===== src/rtl/core_pipe_pkg.sv =====
// Shared definitions for the core pipeline stage buffers: per-boundary depths,
// per-boundary payload structs and a pointer-width helper.
package core_pipe_pkg;

  localparam int FD_DEPTH = 2;
  localparam int DE_DEPTH = 2;
  localparam int EM_DEPTH = 2;
  localparam int MW_DEPTH = 1;

  typedef struct packed {
    logic [31:0] pc;
    logic [31:0] instr;
  } fd_payload_t;

  typedef struct packed {
    logic [31:0] pc;
    logic [31:0] rs1_val;
    logic [31:0] rs2_val;
    logic [31:0] imm;
    logic [4:0]  rd;
    logic [5:0]  op;
  } de_payload_t;

  typedef struct packed {
    logic [31:0] alu_res;
    logic [31:0] store_data;
    logic [4:0]  rd;
    logic        mem_we;
    logic        mem_re;
  } em_payload_t;

  typedef struct packed {
    logic [31:0] wb_data;
    logic [4:0]  rd;
    logic        wb_en;
  } mw_payload_t;

  // Pointer width for a buffer of the given depth; a depth of 1 still needs one bit.
  function automatic int ptr_w(input int depth);
    return (depth > 1) ? $clog2(depth) : 1;
  endfunction

endpackage


===== src/rtl/core_pipe_buf_ram.sv =====
// DEPTH x DATA_W storage for core_pipe_buf: one synchronous write port and one
// asynchronous read port. Contents are intentionally not reset.
module core_pipe_buf_ram #(
  parameter int DATA_W = 32,
  parameter int DEPTH  = 2,
  parameter int PTR_W  = 1
) (
  input  logic              clk,
  input  logic              wr_en,
  input  logic [PTR_W-1:0]  wr_addr,
  input  logic [DATA_W-1:0] wr_data,
  input  logic [PTR_W-1:0]  rd_addr,
  output logic [DATA_W-1:0] rd_data
);

  logic [DATA_W-1:0] mem [0:DEPTH-1];

  always_ff @(posedge clk) begin
    if (wr_en) begin
      mem[wr_addr] <= wr_data;
    end
  end

  assign rd_data = mem[rd_addr];

endmodule


===== src/rtl/core_pipe_buf.sv =====
// Valid/ready circular FIFO used between core pipeline stages, with synchronous flush.
// Optional combinational pass-through when empty: define CORE_PIPE_BUF_BYPASS_EN.
//
// Handshake: a word moves on a clock edge when valid and ready are both high on
// that side; valid never depends on ready, and in_ready never depends on out_ready.
module core_pipe_buf
  import core_pipe_pkg::*;
#(
  parameter int DATA_W = 32,
  parameter int DEPTH  = 2,
  parameter int CNT_W  = $clog2(DEPTH + 1)
) (
  input  logic              clk,
  input  logic              rest,
  input  logic              flush_en,
  input  logic              in_valid,
  output logic              in_ready,
  input  logic [DATA_W-1:0] in_data,
  output logic              out_valid,
  input  logic              out_ready,
  output logic [DATA_W-1:0] out_data,
  output logic [CNT_W-1:0]  count
);

  localparam int PTR_W = ptr_w(DEPTH);
  localparam logic [PTR_W-1:0] LAST_PTR = PTR_W'(DEPTH - 1);
  localparam logic [CNT_W-1:0] FULL_CNT = CNT_W'(DEPTH);

  logic [PTR_W-1:0]  wp;
  logic [PTR_W-1:0]  rp;
  logic [CNT_W-1:0]  cnt_q;
  logic [DATA_W-1:0] ram_rd;
  logic              full;
  logic              push;
  logic              pop;
  logic              bypass_take;
  logic              wr_en;
  logic              rd_en;

  assign full     = (cnt_q == FULL_CNT);
  assign in_ready = !full & !rest;
  assign count    = cnt_q;

`ifdef CORE_PIPE_BUF_BYPASS_EN
  logic bypass_on;
  // Gated by in_ready so nothing is offered downstream that the buffer would not accept.
  assign bypass_on   = (cnt_q == '0) & !flush_en & in_ready;
  assign out_valid   = flush_en ? 1'b0 : (bypass_on ? in_valid : (cnt_q != '0));
  assign out_data    = bypass_on ? in_data : ram_rd;
  assign bypass_take = bypass_on & in_valid & out_ready;
`else
  assign out_valid   = (cnt_q != '0);
  assign out_data    = ram_rd;
  assign bypass_take = 1'b0;
`endif

  assign push = in_valid & in_ready;
  assign pop  = out_valid & out_ready;

  // A word consumed straight through the bypass never touches storage or pointers.
  assign wr_en = push & !bypass_take & !flush_en;
  assign rd_en = pop & !bypass_take;

  always_ff @(posedge clk) begin
    if (rest) begin
      wp    <= '0;
      rp    <= '0;
      cnt_q <= '0;
    end else if (flush_en) begin
      wp    <= '0;
      rp    <= '0;
      cnt_q <= '0;
    end else begin
      if (wr_en) begin
        wp <= (wp == LAST_PTR) ? '0 : wp + 1'b1;
      end
      if (rd_en) begin
        rp <= (rp == LAST_PTR) ? '0 : rp + 1'b1;
      end
      case ({wr_en, rd_en})
        2'b10:   cnt_q <= cnt_q + 1'b1;
        2'b01:   cnt_q <= cnt_q - 1'b1;
        default: cnt_q <= cnt_q;
      endcase
    end
  end

  core_pipe_buf_ram #(
    .DATA_W (DATA_W),
    .DEPTH  (DEPTH),
    .PTR_W  (PTR_W)
  ) u_ram (
    .clk     (clk),
    .wr_en   (wr_en),
    .wr_addr (wp),
    .wr_data (in_data),
    .rd_addr (rp),
    .rd_data (ram_rd)
  );

endmodule

===== config.mk =====
export PLATFORM = sky130hd
export DESIGN_NAME = core_pipe_buf
export DESIGN_NICKNAME = d
export VERILOG_FILES = /design/src/rtl/core_pipe_pkg.sv /design/src/rtl/core_pipe_buf_ram.sv /design/src/rtl/core_pipe_buf.sv
export SDC_FILE = /design/constraint.sdc
export NUM_CORES = 1
export LEC_CHECK = 0
export BUFFER_PORTS_ARGS = -buffer_cell sky130_fd_sc_hd__buf_2
export CAP_MARGIN = 0
export CORE_MARGIN = 2
export CORE_UTILIZATION = 51
export CTS_BUF_LIST = sky130_fd_sc_hd__clkbuf_16
export DETAILED_ROUTE_END_ITERATION = 10
export PLACE_DENSITY_LB_ADDON = 0.25
export SLEW_MARGIN = 20
export SYNTH_ARGS = -nofsm -noshare
export SYNTH_HDL_FRONTEND = slang
export SYNTH_SLANG_ARGS = --single-unit

===== constraint.sdc =====
create_clock -name clk -period 2.85 [get_ports clk]
set_input_delay 0 -clock clk [delete_from_list [all_inputs] [get_ports clk]]
set_output_delay 0 -clock clk [all_outputs]
set_load 0.02 [all_outputs]

Yosys cells after proc, flatten, opt, wreduce, memory -nomap -nowiden
Memories as Yosys holds them, arrays and structs flattened. A register that Yosys moved wholly into a read port is not among the register bits.
Cells that the tools add are included.
Widths: inputs -> output; s select.
Operators by class
  eq/ne operators: 3
  multiplexer cells: 7
  bitwise operators: 4
  $add $sub $neg: 4
  reductions and logical operators: 6
Operator list (number)
  $mux 1: 6
  $and 1x1->1: 4
  $eq 2x2->1 const B: 2
  $pmux 2 s2: 1
  $reduce_bool 2->1: 2
  $logic_not 1->1: 3
  $add 1x1->1 const B: 2
  $add 2x1->2 const B: 1
  $eq 2x1->1 const B: 1
  $reduce_or 2->1: 1
  $sub 2x1->2 const B: 1
Storage, ports and cells
  input bits: 37
  memories: 1
  register bits after elaboration: 4
  memory bits (writable): 64
  logic and storage cells: 28
  output and inout bits: 36
Memory list
  u_ram.mem: depth 2, bits a word 32, rd ports 1, clocked after Yosys merged registers in 1, wr ports 1, line core_pipe_buf_ram.sv:16  | logic [DATA_W-1:0] mem [0:DEPTH-1];

Depth between registers and ports, before layout
Gate-level depths: netlist (run 1).
  depth in word-level cells: 7
  mapped depth: 6
  gate-level depth less buffers: 6

Cells and area by module
A second synthesis (run 1) with hierarchy kept.
Second synthesis, totals
  cells, all modules: 126
  area, all modules: 2681.3 um^2
Modules (own cells, without submodules)
  core_pipe_buf_ram: instances 1, area an instance 2478.6 um^2, cells each 102
  core_pipe_buf: instances 1, area an instance 202.7 um^2, cells each 24

Worst setup path after synthesis (run 1)
Ideal clock, no wire load.
  path type: reg2reg
  start: register cnt_q[0], in the netlist count[0]
  end: memory u_ram.mem[0][0], enable pin
  library setup time: 0.421 ns
  required time: 2.429 ns
  setup slack: 0.234 ns
  stages on the path, launching flop included: 4
  arrival: 2.195 ns
  path buffers: 0
  cells stage by stage: dfxtp_1 -> nand2b_1 -> nand3_1 -> nor2_1
On the way
  longest elaborated chain between the ends: 7
Ends and longest elaborated chain
  from (decl): line core_pipe_buf.sv:31  | logic [CNT_W-1:0] cnt_q;
  from (signal assigned): line core_pipe_buf.sv:81  | 2'b10: cnt_q <= cnt_q + 1'b1;
  from (signal assigned): line core_pipe_buf.sv:82  | 2'b01: cnt_q <= cnt_q - 1'b1;
  from (signal assigned): line core_pipe_buf.sv:83  | default: cnt_q <= cnt_q;
  $eq 2x2->1: line core_pipe_buf.sv:40  | assign full = (cnt_q == FULL_CNT);
  $logic_not 1->1: line core_pipe_buf.sv:41  | assign in_ready = !full & !rest;
  $and 1x1->1: line core_pipe_buf.sv:41
  $and 1x1->1: line core_pipe_buf.sv:57  | assign push = in_valid & in_ready;
  $and 1x1->1: line core_pipe_buf.sv:61  | assign wr_en = push & !bypass_take & !flush_en;
  $mux 1: line core_pipe_buf_ram.sv:19  | if (wr_en) begin
  $mux 1 (implied by the code): line core_pipe_buf_ram.sv:20  | mem[wr_addr] <= wr_data;
  to (decl): line core_pipe_buf_ram.sv:16
No other way between the ends.

==> summary.txt, run 1 <==
Synth
  – Post-synth cell types: 20
  – Mux contribution to synthesized area: 14.2%
  – Syn Nets: 166
  – Main combinational cell family by area after synthesis: multiplexers
  – Post-synthesis compound-gate area fraction: 1.18%
  – #FFs+latches synth: 69
  – Register area share after synthesis: roughly four fifths
  – Syn_area_per_cell: around 20 µm²
  – YS warnings: 0
  – Cells after Synth: 128
  – Xor-xnor portion of the synthesized cell area: approximately 1.0%
  – Synthesized cell area: 0.00254 mm²
  – Simple-gate share of the synthesized area: around 2.5%
  – Adder-Cell Fraction of Synth Area: 0.493%

Drt
  – DR vias: around 1.5k
  – DRT Wirelength: 4.70 mm
  – Drt via density: 4.83
  – Iter 0 DRT Violations: 47
  – Wire per inst: 14.9 µm
  – Residual DRC: 0
  – ANT nets after route: 0
  – Drt pass-1 iters: 4

Floorplanning
  – # IOs: 73
  – Height of the die: approximately 75 µm
  – Starting density of the core: 53.4%
  – DIE WIDTH: 74.5 µm
  – Die area: 0.00556 mm²
  – Site row count: 25
  – Core area: 0.00475 mm²

Timing
  – Worst-Margin Slew: 0.595 ns
  – Slew HR: 60.3%
  – Max frequency: 515 MHz
  – Setup violators final: 0
  – Setup Skew: 0.00560 ns
  – Worst Slack Setup Final: 0.910 ns
  – Final period util: approximately 68%
  – Setup TNS: 0 ns
  – Period minus WS final: 1.94 ns
  – Unrepaired setup endpoints after global routing: false
  – Max-slew violations: 0
  – Final Hold Fails: 0

Pwr
  – Leakage: ~1.4 nW
  – Worst VDD drop: 453 µV
  – Pwr Density: 638 mW/mm²

Critical path
  – Critical Path Sink Type: primary output
  – Crit path required time: roughly 2.9 ns
  – Critical path class: flip-flop to primary output
  – Crit path max-delay cell type: dfxtp_1
  – Critical Path AT: 1.94 ns
  – Crit Reg-Reg Startpoint: count[0]$_SDFFE_PP0P_
  – Startpoint types: flip-flop
  – Critical-path cell list: buf_4 > mux2_2 > buf_2
  – CP max FO: 19
  – Slowest cell delay on critical path: roughly 0.70 ns

Cells and area
  – Syn-to-layout area delta: 43.1%
  – Most frequent cells in the layout: buf_2 (72), edfxtp_1 (64), dlygate4sd3_1 (34), mux2_2 (30), clkbuf_16 (9)
  – Fin nets: 282
  – Layout cells sized above 1: 49.8%
  – Fill cells: ~300
  – Ant. Diodes: 0
  – Most common cell after layout, fill and taps aside: buf_2

Clocking
  – H-tree levels: 3
  – CTS hold repair buffers: 34
  – TritonCTS buffer count: 9
  – CTS tree: yes
  – Post-CTS resize count: 0
  – Maximum clock path buffer count: 2
  – TritonCTS Sinks: 69
  – Clock slew at reported path FFs: 0.05 ns
  – Clk Latency, worst-skew pair: ~0.32 ns
  – Root buffer cell: clkbuf_16
  – Postcts setup bufs: 0

GRT
  – GRT Residual Overflow: 0
  – Vias in the first global route: 1615
  – Largest net degree at the start of global routing: 33
  – First-pass GRT wire length: 7.05 mm
  – Gr usage total: 18.3%
  – Initial antenna violation count: 0

Status
  – Status: finished, final reports clean

Placement
  – IO Port Bufs: 72
  – Post-DP HPWL: 2.83 mm
  – Gpl congestion: 0.690
  – Post-Place Worst Slack: a little over 1 ns

Min path
  – Hold Crit Class: input pin to flip-flop
  – Hold Crit Start: rest

Run
  – Maxcap violations: 0
## power breakdown
| part | total (W) | internal (W) | switching, W |
|---|---|---|---|
| sequential | 0.00113 | 0.00113 | 0.00000579 |
| clock | 0.00104 | 0.000670 | 0.000373 |
| combinational | 0.000139 | 0.0000743 | 0.0000650 |
## worst paths after layout
kind | end | slack, ns | depth (start not counted)
worst max-delay path | out_data[18] | 0.91 | 3
worst min-delay path | count[1]$_SDFFE_PP0P_ | 0.03 | 3
worst max register to register | count[1]$_SDFFE_PP0P_ | 0.97 | 5
worst min register to register | rp$_SDFFE_PP0P_ | 0.53 | 2
## critical path, delay by kind of cell (launching register included)
kind                   cells  cell delay, ns
DFF                        1            0.70
muxes                      1            0.38
buffers and inverters      2            0.54
## metal layers
layer,up-vias,track usage (%),routed length (µm)
met3,13,5.15,270
met2,64,32.5,2530
li1,724,-,-
met5,-,0,0
met4,0,12.5,150
met1,724,18.5,1750
## synthesized netlist by cell type
master / number / area (µm²)
inv_1: 1 / 3.75
buf_2: 3 / 15.0
mux2_2: 30 / 338
o21a_1: 1 / 7.51
xor2_1: 1 / 8.76
nand3_1: 2 / 10.0
edfxtp_1: 64 / 1920
or2_2: 2 / 12.5
ha_1: 1 / 12.5
nor2_1: 6 / 22.5
nand2b_1: 1 / 6.26
clkbuf_1: 1 / 3.75
o21ai_0: 1 / 5.00
a21o_1: 1 / 7.51
mux2_1: 2 / 22.5
or3_1: 1 / 6.26
dfxtp_1: 5 / 100
xnor2_1: 2 / 17.5
a21oi_1: 2 / 10.0
nor2b_1: 1 / 6.26
## flip-flops by register name, summed over array words and instances (netlist names), named ones only
| signal | count |
|---|---|
| rp | 1 |
| count | 2 |
| u_ram.mem | 64 |
| wp | 1 |
## logic make-up after synthesis
kind of cell    Yosys count
buf+inv                   5
flops                    69
fa+ha+maj                 1
mux                      32
compound gates            5
simple gates             13
xor+xnor                  3
## cell type report
cell class / instances / area [µm²] / area share, %
clock buffers: 9 / 225 / 6.20
clock inverters: 7 / 66.3 / 1.83
inverters: 1 / 3.75 / 0.103
multi-input cells: 54 / 508 / 14.0
flip-flops and latches: 69 / 2020 / 55.7
well taps: 67 / 83.8 / 2.31
repair buffers: 109 / 723 / 19.9
## metrics by stage
step / utilization [%] / hold WS, ns / cell area, µm² / total power [W] / cells
after floorplan: - / 0.0781 / 2540 / 0.00120 / 128
after global placement: 63.1 / 0.187 / 3000 / 0.00125 / 266
after detailed placement: 63.1 / 0.192 / 3000 / 0.00126 / 266
after CTS: 76.4 / 0.0174 / 3630 / 0.00234 / 316
after global routing: 76.4 / 0.0468 / 3630 / 0.00240 / 316
final: 76.4 / 0.0273 / 3630 / 0.00232 / 316
No activity file was read; power rests on OpenSTA's default activity.
==> run 2: changes to the inputs <==
--- a/config.mk
+++ b/config.mk
@@ -5,10 +5,11 @@
 export SDC_FILE = /design/constraint.sdc
 export NUM_CORES = 1
 export LEC_CHECK = 0
+export ABC_AREA = 1
 export BUFFER_PORTS_ARGS = -buffer_cell sky130_fd_sc_hd__buf_2
 export CAP_MARGIN = 0
 export CORE_MARGIN = 2
-export CORE_UTILIZATION = 51
+export CORE_UTILIZATION = 47
 export CTS_BUF_LIST = sky130_fd_sc_hd__clkbuf_16
 export DETAILED_ROUTE_END_ITERATION = 10
 export PLACE_DENSITY_LB_ADDON = 0.25
==> constraint.sdc (replaced) <==
create_clock -name clk -period 1.6 [get_ports clk]
set_input_delay 0 -clock clk [delete_from_list [all_inputs] [get_ports clk]]
set_output_delay 0 -clock clk [all_outputs]
set_load 0.02 [all_outputs]
==> summary.txt, run 2 <==
Status
  – Status: finished, final reports clean (unchanged)

Cells and area
  – Ant. Diodes: 0 (unchanged)
  – Most common cell after layout, fill and taps aside: buf_2 (unchanged)
  – Layout cells sized above 1: 49.8% (about the same)
  – Syn-to-layout area delta: 39.2% (was 43.1%)
  – Most frequent cells in the layout: buf_2 (72), edfxtp_1 (64), dlygate4sd3_1 (35), mux2_4 (30) (was buf_2 (72), edfxtp_1 (64), dlygate4sd3_1 (34), mux2_2 (30), clkbuf_16 (9))
  – Most flop-heavy register: u_ram.mem (unchanged)
  – Fill cells: 395 (was 293)
  – Fin nets: 294 (was 282)
  – Non-filler instance count after layout: 331 (was 316)
  – Largest register FFs: 64 (unchanged)

Synth
  – #FFs+latches synth: 69 (unchanged)
  – Post-synth top area cell: edfxtp_1 (unchanged)
  – Adder-Cell Fraction of Synth Area: 0.460% (was 0.493%)
  – Prevailing post-synth register cell: edfxtp_1 (unchanged)
  – Register area share after synthesis: 74.3% (was 79.7%)
  – YS warnings: 0 (unchanged)
  – Main combinational cell family by area after synthesis: multiplexers (unchanged)
  – Most frequent cell after synthesis: edfxtp_1 (unchanged)
  – Post-synth EDFFs: 64 (unchanged)
  – Cells after Synth: 137 (was 128)
  – Synth top area share: 70.6% (was 75.7%)
  – Synthesized cell area: 0.00272 mm² (was 0.00254 mm²)
  – Simple-gate share of the synthesized area: 3.72% (was 2.51%)
  – Syn Nets: 175 (was 166)
  – Post-synth cell types: 18 (was 20)
  – Syn_area_per_cell: 19.9 µm² (was 19.8 µm²)
  – Synth top cells by count: edfxtp_1 (64), mux2_4 (30), nand2_1 (9), nor2_1 (9), dfxtp_1 (5) (was edfxtp_1 (64), mux2_2 (30), nor2_1 (6))
  – Mux contribution to synthesized area: 17.4% (was 14.2%)
  – Ranking of synthesized cells by area: edfxtp_1 (71%), mux2_4 (17%), dfxtp_1 (3.7%) (was edfxtp_1 (76%), mux2_2 (13%), dfxtp_1 (3.9%))
  – Xor-xnor portion of the synthesized cell area: 0% (was 1.04%)
  – Post-synthesis compound-gate area fraction: 0.828% (was 1.18%)
  – Async set-reset flop share out of synthesis: 0% (unchanged)

Clocking
  – TritonCTS Sinks: 69 (unchanged)
  – Clk Latency, worst-skew pair: 0.32 ns (about the same)
  – TritonCTS buffer count: 9 (unchanged)
  – Postcts setup bufs: 0 (unchanged)
  – Post-CTS resize count: 0 (unchanged)
  – H-tree levels: 3 (unchanged)
  – Clock slew at reported path FFs: 0.05 ns (about the same)
  – Root buffer cell: clkbuf_16 (unchanged)
  – Maximum clock path buffer count: 2 (unchanged)
  – CTS hold repair buffers: 35 (was 34)
  – CTS tree: yes (unchanged)

Floorplanning
  – Core area: 0.00554 mm² (was 0.00475 mm²)
  – Die area: 0.00641 mm² (was 0.00556 mm²)
  – DIE WIDTH: 80.1 µm (was 74.5 µm)
  – Height of the die: 80.1 µm (was 74.5 µm)
  – Starting density of the core: 49.1% (was 53.4%)
  – Site row count: 27 (was 25)
  – # IOs: 73 (unchanged)

Timing
  – Setup TNS: 0 ns (unchanged)
  – Slew HR: 79.8% (was 60.3%)
  – Final Hold Fails: 0 (unchanged)
  – Max-slew violations: 0 (unchanged)
  – Period minus WS final: 1.45 ns
  – Max frequency: roughly 700 MHz
  – Setup Skew: 0.00457 ns (was 0.00560 ns)
  – Unrepaired setup endpoints after global routing: false (unchanged)
  – Setup violators final: 0 (unchanged)
  – Final period util: 90.5%
  – Worst-Margin Slew: 0.303 ns (was 0.595 ns)

GRT
  – First-pass GRT wire length: 6.92 mm (was 7.05 mm)
  – Initial antenna violation count: 0 (unchanged)
  – Gr usage total: 15.0% (was 18.3%)
  – Largest net degree at the start of global routing: 28 (was 33)
  – GRT Residual Overflow: 0 (unchanged)
  – Vias in the first global route: 1551 (was 1615)

Pwr
  – Worst VDD drop: 547 µV (was 453 µV)
  – Clock Power Share: 41.4% (was 45.0%)
  – Seq pwr share: 51.7% (was 48.9%)
  – Sw Ratio: 18.9% (was 19.2%)
  – Pwr Density: 1030 mW/mm² (was 638 mW/mm²)
  – Leakage: 1.49 nW (was 1.38 nW)
  – Combinational share of power: 6.9% (was 6.0%)
  – Psw: 0.000735 W (was 0.000444 W)
  – Internal: 0.00316 W (was 0.00187 W)

Critical path
  – CP max FO: 4 (was 19)
  – Crit path top cell by count: nand2_1
  – CP bufs+invs: 3 (was 2)
  – Critical Path AT: 1.66 ns (was 1.94 ns)
  – Crit Reg-Reg Startpoint: count[0]$_SDFFE_PP0P_ (unchanged)
  – Critical Path Sink Type: flip-flop (was primary output)
  – Crit-path leading delay family: buffers and inverters (was flip-flops)
  – Slowest cell delay on critical path: 0.54 ns (was 0.70 ns)
  – Startpoint types: input pin (was flip-flop)
  – Critical path class: input pin to flip-flop (was flip-flop to primary output)
  – Critical-path cell list: dlygate4sd3_1 > buf_2 > nor2_4 > nand3_2 > ha_1 > inv_1 > nand2_1 > nor2_1 > nand2_1 > nand2_1 > nor2_1 (was buf_4 > mux2_2 > buf_2)
  – Crit path required time: 1.81 ns (was 2.85 ns)
  – Worst setup path startpoint: rest
  – Crit path max-delay cell type: dlygate4sd3_1 (was dfxtp_1)

Drt
  – Drt via density: 4.66 (was 4.83)
  – ANT nets after route: 0 (unchanged)
  – Drt pass-1 iters: 4 (unchanged)
  – Residual DRC: 0 (unchanged)
  – Wire per inst: 13.2 µm (was 14.9 µm)
  – DRT Wirelength: 4.37 mm (was 4.70 mm)
  – Iter 0 DRT Violations: 50 (was 47)
  – DR vias: 1541 (was 1525)

Placement
  – IO Port Bufs: 72 (unchanged)
  – Gpl congestion: 0.775 (was 0.690)
  – Post-DP HPWL: 2.75 mm (was 2.83 mm)
  – DP Cell Count: 282 (was 266)

Run
  – Maxcap violations: 0 (unchanged)

Min path
  – Hold Crit Class: input pin to flip-flop (unchanged)
  – Hold Crit Start: in_valid (was rest)
==> run 2: cell types whose count changed in the layout (fill, tap and decap cells not counted), moves of 3 or more <==
cell	change
buf_12	+3
dfxtp_1	-3
dfxtp_2	+3
inv_1	+3
mux2_2	-28
mux2_4	+30
nand2_1	+9
nor2_1	+4
==> run 2: area by class of cell <==
type / instances / area (µm²) / share of cell area, %
Timing Repair Buffer: 112 / 786 / 20.7
Clock buffer: 9 / 225 / 5.95
Inverter: 5 / 22.5 / 0.595
Sequential cell: 69 / 2030 / 53.5
Clock inverter: 5 / 21.3 / 0.562
Tap cell: 72 / 90.1 / 2.38
Multi-Input combinational cell: 59 / 617 / 16.3
==> run 2: tightest hold or removal path: cells and delay by family <==
kind,cells,cell delay (ns)
buf+inv,2,0.15
simple gates,3,0.21
==> run 2: cell families after synthesis <==
kind of cell	Yosys count
AOI/OAI and AO/OA	4
muxes	32
adders and majority gates	1
buffers and inverters	9
DFF	69
and+or+nand+nor	22
==> run 2: power groups by stage <==
stage | clock [W] | sequential [W] | combinational, W
after floorplan | 0 | 0.00205 | 0.000109
after global placement | 0 | 0.00205 | 0.000203
after detailed placement | 0 | 0.00205 | 0.000204
after CTS | 0.00166 | 0.00202 | 0.000271
after global routing | 0.00173 | 0.00202 | 0.000290
final | 0.00161 | 0.00202 | 0.000269
==> run 2: metrics by stage <==
| stage | instance area, µm² | power (W) | hold WS, ns | setup slack [ns] | util (%) |
|---|---|---|---|---|---|
| after floorplan | 2740 | 0.00216 | 0.0769 | 0.0237 | - |
| final | 3790 | 0.00390 | 0.0851 | 0.152 | 68.4 |
| after CTS | 3790 | 0.00395 | 0.0756 | 0.132 | 68.4 |
| after global routing | 3790 | 0.00404 | 0.109 | 0.0594 | 68.4 |
| after detailed placement | 3190 | 0.00225 | 0.192 | 0.173 | 57.6 |
| after global placement | 3190 | 0.00225 | 0.190 | 0.218 | 57.6 |
==> run 2: per-layer routing <==
metal / global-route usage (%) / vias to the layer above / routed length [µm]
met5: 0 / - / 0
met4: 9.15 / 0 / 110
met3: 3.82 / 10 / 243
met2: 26.5 / 52 / 2300
met1: 16.0 / 725 / 1720
li1: - / 754 / -
==> run 2: worst paths after layout <==
path / end / slack [ns] / depth (start not counted)
min reg2reg: rp$_SDFFE_PP0P_ / 0.52 / 2
max: count[1]$_SDFFE_PP0P_ / 0.15 / 11
max reg2reg: count[1]$_SDFFE_PP0P_ / 0.17 / 10
min: wp$_SDFFE_PP0N_ / 0.09 / 5
